[config.mk]
export PLATFORM = sky130hd
export DESIGN_NAME = trng_out_packer
export DESIGN_NICKNAME = d
export VERILOG_FILES = /design/src/rtl/trng_pkg.sv /design/src/rtl/trng_sync_fifo.sv /design/src/rtl/trng_out_packer.sv
export SDC_FILE = /design/constraint.sdc
export NUM_CORES = 1
export LEC_CHECK = 0
export CAP_MARGIN = 20
export CORE_ASPECT_RATIO = 0.5
export CORE_UTILIZATION = 65
export CTS_CLUSTER_DIAMETER = 40
export DETAILED_ROUTE_END_ITERATION = 6
export GPL_TIMING_DRIVEN = 1
export PLACE_DENSITY_LB_ADDON = 0.08
export SYNTH_ARGS = -nofsm -noshare
export SYNTH_HDL_FRONTEND = slang
export SYNTH_SLANG_ARGS = --single-unit
export TNS_END_PERCENT = 20
[constraint.sdc]
create_clock -name clk -period 10.7 [get_ports clk]
set_input_delay 1.605 -clock clk [delete_from_list [all_inputs] [get_ports clk]]
set_output_delay 1.605 -clock clk [all_outputs]
set_load 0.01 [all_outputs]
[src/rtl/trng_pkg.sv]
// Shared defaults and helpers for the TRNG output consumers.
package trng_pkg;

    localparam int unsigned DEF_WORD_W     = 32;
    localparam int unsigned DEF_DROP_W     = 8;
    localparam int unsigned DEF_FIFO_DEPTH = 4;

    // Next value of a w-bit saturating up-counter (w <= 32); holds at all-ones.
    function automatic int unsigned sat_inc(input int unsigned v, input int unsigned w);
        int unsigned max_v;
        max_v = (w >= 32) ? 32'hFFFF_FFFF : ((32'd1 << w) - 32'd1);
        return (v >= max_v) ? max_v : v + 32'd1;
    endfunction

endpackage

[src/rtl/trng_sync_fifo.sv]
// Parametric synchronous FIFO; read data comes straight from the storage flops.
module trng_sync_fifo #(
    parameter int unsigned WIDTH = 32,
    parameter int unsigned DEPTH = 4
) (
    input  logic             clk,
    input  logic             rst,
    input  logic             push,
    input  logic             pop,
    input  logic [WIDTH-1:0] din,
    output logic [WIDTH-1:0] dout,
    output logic             full,
    output logic             empty
);

    localparam int unsigned AW = $clog2(DEPTH);

    logic [AW:0]      wptr;
    logic [AW:0]      rptr;
    logic [WIDTH-1:0] mem [DEPTH];
    logic             do_pop;
    logic             do_push;

    assign empty   = (wptr == rptr);
    assign full    = (wptr[AW] != rptr[AW]) && (wptr[AW-1:0] == rptr[AW-1:0]);
    // A pop frees the head slot first, so a push into a full FIFO is taken when a pop coincides.
    assign do_pop  = pop && !empty;
    assign do_push = push && (!full || do_pop);
    assign dout    = mem[rptr[AW-1:0]];

    // Pointer advance and storage write; storage is cleared so the head reads 0 after reset.
    always_ff @(posedge clk or posedge rst) begin
        if (rst) begin
            wptr <= '0;
            rptr <= '0;
            for (int unsigned i = 0; i < DEPTH; i++) begin
                mem[i] <= '0;
            end
        end else begin
            if (do_push) begin
                mem[wptr[AW-1:0]] <= din;
                wptr              <= wptr + (AW+1)'(1);
            end
            if (do_pop) begin
                rptr <= rptr + (AW+1)'(1);
            end
        end
    end

endmodule

[src/rtl/trng_out_packer.sv]
// Packs the generator's serial keystream LSB-first into words, buffers them,
// and flags dropped words and back-to-back identical words.
module trng_out_packer
    import trng_pkg::*;
#(
    parameter int unsigned WORD_W     = DEF_WORD_W,
    parameter int unsigned FIFO_DEPTH = DEF_FIFO_DEPTH,
    parameter int unsigned DROP_W     = DEF_DROP_W
) (
    input  logic              clk,
    input  logic              rst,
    input  logic              bit_in,
    input  logic              bit_valid,
    output logic [WORD_W-1:0] word_data,
    output logic              word_valid,
    input  logic              word_ready,
    output logic              overflow,
    output logic [DROP_W-1:0] drop_cnt,
    output logic              stuck,
    input  logic              clear
);

    localparam int unsigned BW = $clog2(WORD_W);

    logic [BW-1:0]     bcnt;
    logic [WORD_W-1:0] partial;
    logic [WORD_W-1:0] cur_word;
    logic [WORD_W-1:0] prev_word;
    logic              have_prev;
    logic              word_done;
    logic              pop;
    logic              fifo_full;
    logic              fifo_empty;
    logic              drop_evt;
    logic              stuck_evt;

    assign word_done  = bit_valid && (bcnt == BW'(WORD_W - 1));
    assign word_valid = !fifo_empty;
    assign pop        = !fifo_empty && word_ready;
    assign drop_evt   = word_done && fifo_full && !pop;
    assign stuck_evt  = word_done && have_prev && (cur_word == prev_word);

    // Completed word: stored low bits with the live bit_in as the MSB.
    always_comb begin
        cur_word             = partial;
        cur_word[WORD_W-1]   = bit_in;
    end

    // Bit position counter and partial word; idle cycles hold both.
    always_ff @(posedge clk or posedge rst) begin
        if (rst) begin
            bcnt    <= '0;
            partial <= '0;
        end else if (bit_valid) begin
            partial[bcnt] <= bit_in;
            bcnt          <= word_done ? '0 : bcnt + BW'(1);
        end
    end

    // Remember the last completed word (pushed or dropped) for the stuck comparison.
    always_ff @(posedge clk or posedge rst) begin
        if (rst) begin
            prev_word <= '0;
            have_prev <= 1'b0;
        end else if (word_done) begin
            prev_word <= cur_word;
            have_prev <= 1'b1;
        end
    end

    // Sticky flags and drop counter; a same-cycle event takes precedence over clear.
    always_ff @(posedge clk or posedge rst) begin
        if (rst) begin
            overflow <= 1'b0;
            drop_cnt <= '0;
            stuck    <= 1'b0;
        end else begin
            if (drop_evt) begin
                overflow <= 1'b1;
                drop_cnt <= clear ? DROP_W'(1) : DROP_W'(sat_inc(32'(drop_cnt), DROP_W));
            end else if (clear) begin
                overflow <= 1'b0;
                drop_cnt <= '0;
            end
            if (stuck_evt) begin
                stuck <= 1'b1;
            end else if (clear) begin
                stuck <= 1'b0;
            end
        end
    end

    trng_sync_fifo #(
        .WIDTH (WORD_W),
        .DEPTH (FIFO_DEPTH)
    ) u_fifo (
        .clk   (clk),
        .rst   (rst),
        .push  (word_done),
        .pop   (pop),
        .din   (cur_word),
        .dout  (word_data),
        .full  (fifo_full),
        .empty (fifo_empty)
    );

endmodule
Word-level counts from Yosys, hierarchy flattened

Index checks and enable logic that the tools add are counted.

Register bits: 214
Bits in latches: 0
Bits in writable memories: 0
Bits in read-only memories: 0
Output and inout port bits: 43
Logic and storage cells: 64
Memories: 0

$add $sub $neg: 4
Multiply operators: 0
Divide/modulo/power cells: 0
$lt $le $gt $ge: 6
Equality and inequality tests: 5
Shift operators: 0
Mux-type cells: 17
Bitwise gates (word level): 2
Reductions and logical operators: 17

Operators by type and width:

| cell                                                                          | number |
|---|---|
| 128-bit bitwise mux                                                           | 1 |
| 32-bit two-way mux                                                            | 3 |
| 32-bit binary-select mux with 2-bit select                                    | 1 |
| 32-bit demux with 2-bit select                                                | 1 |
| 32-bit bitwise mux                                                            | 1 |
| 32-bit == test                                                                | 1 |
| 8-bit two-way mux                                                             | 4 |
| 1-bit logical AND                                                             | 11 |
| 8-bit by 1-bit adder with 8-bit output (second input constant)                | 1 |
| 8-bit >= comparator (second input constant)                                   | 1 |
| 3-bit by 1-bit adder with 3-bit output (second input constant)                | 2 |
| 3-bit >= comparator (second input constant)                                   | 2 |
| 5-bit by 6-bit less-than comparator with 1-bit output (second input constant) | 1 |
| 2-bit inverter with 3-bit output                                              | 2 |
| 5-bit by 1-bit adder with 5-bit output (second input constant)                | 1 |
| 1-bit demux with 5-bit select                                                 | 1 |
| 5-bit == test (second input constant)                                         | 1 |
| 5-bit by 1-bit >= comparator with 1-bit output (second input constant)        | 1 |
| 5-bit two-way mux                                                             | 1 |
| 1-bit two-way mux                                                             | 4 |
| 2-bit nonzero test                                                            | 2 |
| 3-bit == test                                                                 | 1 |
| 1-bit zero test                                                               | 3 |
| 3-bit by 1-bit less-than comparator with 1-bit output (second input constant) | 1 |
| other kinds (3)                                                               | 3 |

Logic depth before layout (Yosys ltp)

Word-level depth: 6
Mapped depth: 8
Depth with buffers taken out: 7

Hierarchy

Synthesis repeated with hierarchy kept, for this count alone.

Cell total of the unflattened synthesis: 724
Area, all modules: 9,918.3 sq um

By module, submodules not included:

| module          | times used | cells an instance | area each (sq um) | sequential area each (sq um) |
|---|---|---|---|---|
| trng_sync_fifo  | 1          | 347               | 6,190.9           | 3,353.2 |
| trng_out_packer | 1          | 377               | 3,727.3           | 1,976.9 |

Worst setup path after synthesis

Ideal clock, no wire load.

Kind: flip-flop to output port
Start: register u_fifo.rptr[0]
End: output word_data[10]
Arrival time: 1,340 ps
Data required time: 9,095 ps
Path slack: 7,755 ps
Stages on the path, launching flop included: 4
Buffers on the path: 2
Path through: dfrtp_1 > buf_4 > buf_2 > mux4_2

Word-level cells in the longest chain between the ends: 4

Ends and longest elaborated chain:

| what                                                   | RTL line              | text |
|---|---|---|
| start: declaration                                     | trng_sync_fifo.sv:19  | `logic [AW:0] rptr;` |
| start signal: assignment                               | trng_sync_fifo.sv:45  | `rptr <= rptr + (AW+1)'(1);` |
| 2-bit inverter with 3-bit output (not written as such) | trng_sync_fifo.sv:29  | `assign dout = mem[rptr[AW-1:0]];` |
| 32-bit binary-select mux with 2-bit select             | trng_sync_fifo.sv:29  |  |
| 32-bit two-way mux (not written as such) (2 in series) | trng_sync_fifo.sv:29  |  |
| end: declaration                                       | trng_out_packer.sv:14 | `output logic [WORD_W-1:0] word_data,` |

Every way passes these cells. The select of a mux whose other input is x is not followed.

Worst setup path after layout

Start: register u_fifo.rptr[0]
End: output word_data[26]

Same word-level chain as after synthesis.

==> results by group <==
Die
  • I/O pin count: between 40 and 50
  • Die width: between 150 and 200 um
  • Initial Util: 0.6876
  • Die ar.: about 15000 um^2
  • Placeable Area: between 10000 and 15000 um^2
  • Die Y: about 88 um
  • Row count: 30

Setup path
  • FF-to-FF setup slack: 7.64 ns
  • Critical path class: reg -> out
  • Critical path arrival: roughly 2.5 ns
  • Crit. End Element: output port
  • Worst stage delay on the critical path: around 0.60 ns
  • Slowest cell on the critical path: mux4_2
  • CP cell instances: buf_4, mux4_2, clkdlybuf4s50_1
  • Req. time, crit path: approximately 9.1 ns
  • Startpoint Class: register
  • CP max FO: 35

Place
  • Final Wtd Congestion: about 0.85
  • IO Port Bufs: 48
  • Cell area after placement: between 10000 and 15000 um^2
  • Post-detail-place hpwl: about 11 mm

Layout
  • Layout cells sized above 1: 0.3721
  • Area grow syn2layout: 12.29%
  • Nets: around 700
  • Ant diodes: 0
  • Layout fillers: ~870
  • Most common cell after layout, fill and taps aside: dfrtp_1
  • Post-route cell area: roughly 11000 um^2
  • Most frequent cells in the layout: 212 x dfrtp_1, 187 x mux2_2, 48 x clkdlybuf4s50_1

STA
  • Fin. Hold Viols: 0
  • Final slew viol count: 0
  • Tightest Pin Transition: ~1 ns
  • Upper clock frequency limit: approximately 0.24 GHz
  • Final TNS setup: 0 ns
  • Skew final: roughly 0.0074 ns
  • Fin Hold WS: 0.4708 ns
  • Slew margin rel.: 0.3388
  • Post-route minimum period: between 4 and 5 ns
  • Final Cycle Share: 0.3862
  • Final setup violation count: 0
  • RSZ-0062 raised after global routing: no

Detailed routing
  • Detailed Route Iter0 Violations: a little under 400
  • DRC: 0
  • Overall routed net length: 18.06 mm
  • TritonRoute pass-1 iters: 4
  • Vias: around 5400
  • Wire length per cell: slightly above 20 um
  • Final ANT Viol Nets: 0
  • Via density: 6.093

Synth
  • Syn_area_per_cell: approximately 15 um^2
  • Mapped Cells: between 600 and 700
  • Seq/Total Area, Yosys: 0.5551
  • Mapped cell area: approximately 9600 um^2
  • Async S/R FF share, synth: 1.000
  • Post-synth EDFFs: 0
  • Predominant post-synthesis flop cell: dfrtp_1
  • Mapped Nets: about 660
  • Netlist cell types: 38
  • Yosys reg bits: between 200 and 250
  • Syn. warnings: 0

Power
  • Peak supply drop: between 0.00015 and 0.0002 V
  • PwrDens: approximately 220 nW/um^2
  • Leak Pwr: between 0.005 and 0.006 uW

Clock tree
  • Hold buffers post-CTS: 0
  • H-tree levels: 1
  • Root buf cell: clkbuf_16
  • Num CTS Buffers: 19
  • CTS tree: built
  • Clk Latency, worst-skew pair: between 0.4 and 0.5 ns
  • CTS resizes: 0
  • Post-CTS Setup Repair Bufs: 0
  • CTS clock-pin slew for the worst setup and hold paths: about 0.060 ns
  • Longest Clk Path Bufs: 3
  • Sink Count: between 200 and 250

Global routing
  • Largest net degree at the start of global routing: between 100 and 150
  • Initial antenna violation count: 0
  • First-pass GRT wire length: roughly 30 mm
  • Total global routing overflow: 0
  • Number of global-route vias before repair: 5603
  • GR Util All Layers: 0.2517

Job
  • Max-cap viol count: 0

Run status
  • Status: completed

Min path
  • Min-Delay Path Class: reg -> reg
-- per-stage QoR --
step                total power (uW)  utilization  setup slack (ns)  std cells
floorplan                       1489            -             3.272        644
global placement                1635       0.7263             6.242        857
detailed placement              1664       0.7263             6.203        857
CTS                             2376       0.7721             6.537        888
global route                    2475       0.7721             6.440        888
finish                          2359       0.7721             6.567        888
-- worst max-delay path, delay by kind of cell, from the launching register on --
family                 cells  cell delay [ns]
buffers and inverters      2             1.04
muxes                      1             0.60
DFF                        1             0.34
-- per-layer routing --
metal	GRT usage	share of wire	routed length [um]	vias to the layer above
met5	0	0	0	-
met4	0.04226	0.0092	167	0
met3	0.03776	0.040	716	17
met2	0.4018	0.46	8325	100
met1	0.3798	0.49	8847	2878
li1	-	-	-	2416
-- cell usage after synthesis, types with 5 or more instances --
master    number  area (um^2)
nand4_1        8        50.05
clkbuf_1       9        33.78
nand3_1       16        80.08
ha_1          11        137.6
dfrtp_1      213         5330
buf_2          7        35.03
nor2_1        29        108.9
mux2_2       187         2106
mux4_2        32        720.7
nor3_1         5        25.02
buf_6         12        135.1
a21oi_1        8        40.04
xnor2_1       29        254.0
mux2_1         5        56.30
inv_1         12        45.04
xor2_1        11        96.34
nand2_1        9        33.78
-- kinds of logic after synthesis --
logic type / count (synthesis) / share of synthesized area
compound gates: 21 / 0.01303
xor+xnor: 40 / 0.03649
fa+ha+maj: 11 / 0.01433
buf+inv: 43 / 0.02788
flops: 213 / 0.5551
mux: 224 / 0.3002
simple gates: 92 / 0.05291
-- layout make-up --
class | instances | area [um^2] | share of cell area
clock buffers | 27 | 545.5 | 0.05060
well taps | 192 | 240.2 | 0.02228
inverters | 12 | 52.55 | 0.004874
repair buffers | 52 | 510.5 | 0.04735
multi-input cells | 388 | 4006 | 0.3716
clock inverters | 4 | 95.09 | 0.008820
flip-flops and latches | 213 | 5331 | 0.4945
-- flip-flops by register name (all words and copies together), names as in the netlist --
signal       cells
u_fifo.wptr      3
have_prev        1
overflow         1
bcnt             5
partial         31
prev_word       32
stuck            1
u_fifo.mem     128
u_fifo.rptr      3
drop_cnt         8
-- final timing paths --
kind | cells past startpoint | end | from
setup / recovery | 3 | word_data[26] | u_fifo.rptr[0]
hold / removal | 1 | have_prev | have_prev
setup reg to reg | 7 | u_fifo.mem[14] | bcnt[0]
hold reg to reg | 1 | have_prev | have_prev
max in group asynchronous | 3 | u_fifo.mem[117] | rst
min in group asynchronous | 2 | overflow | rst
-- report_power, final --
| group | internal (uW) | total, uW | switching, uW |
|---|---|---|---|
| logic | 287 | 546 | 259 |
| registers | 943 | 1110 | 163 |
| clock network | 426 | 708 | 282 |
| total | 1660 | 2360 | 704 |
Note: power is estimated with default switching activity, not from simulation.
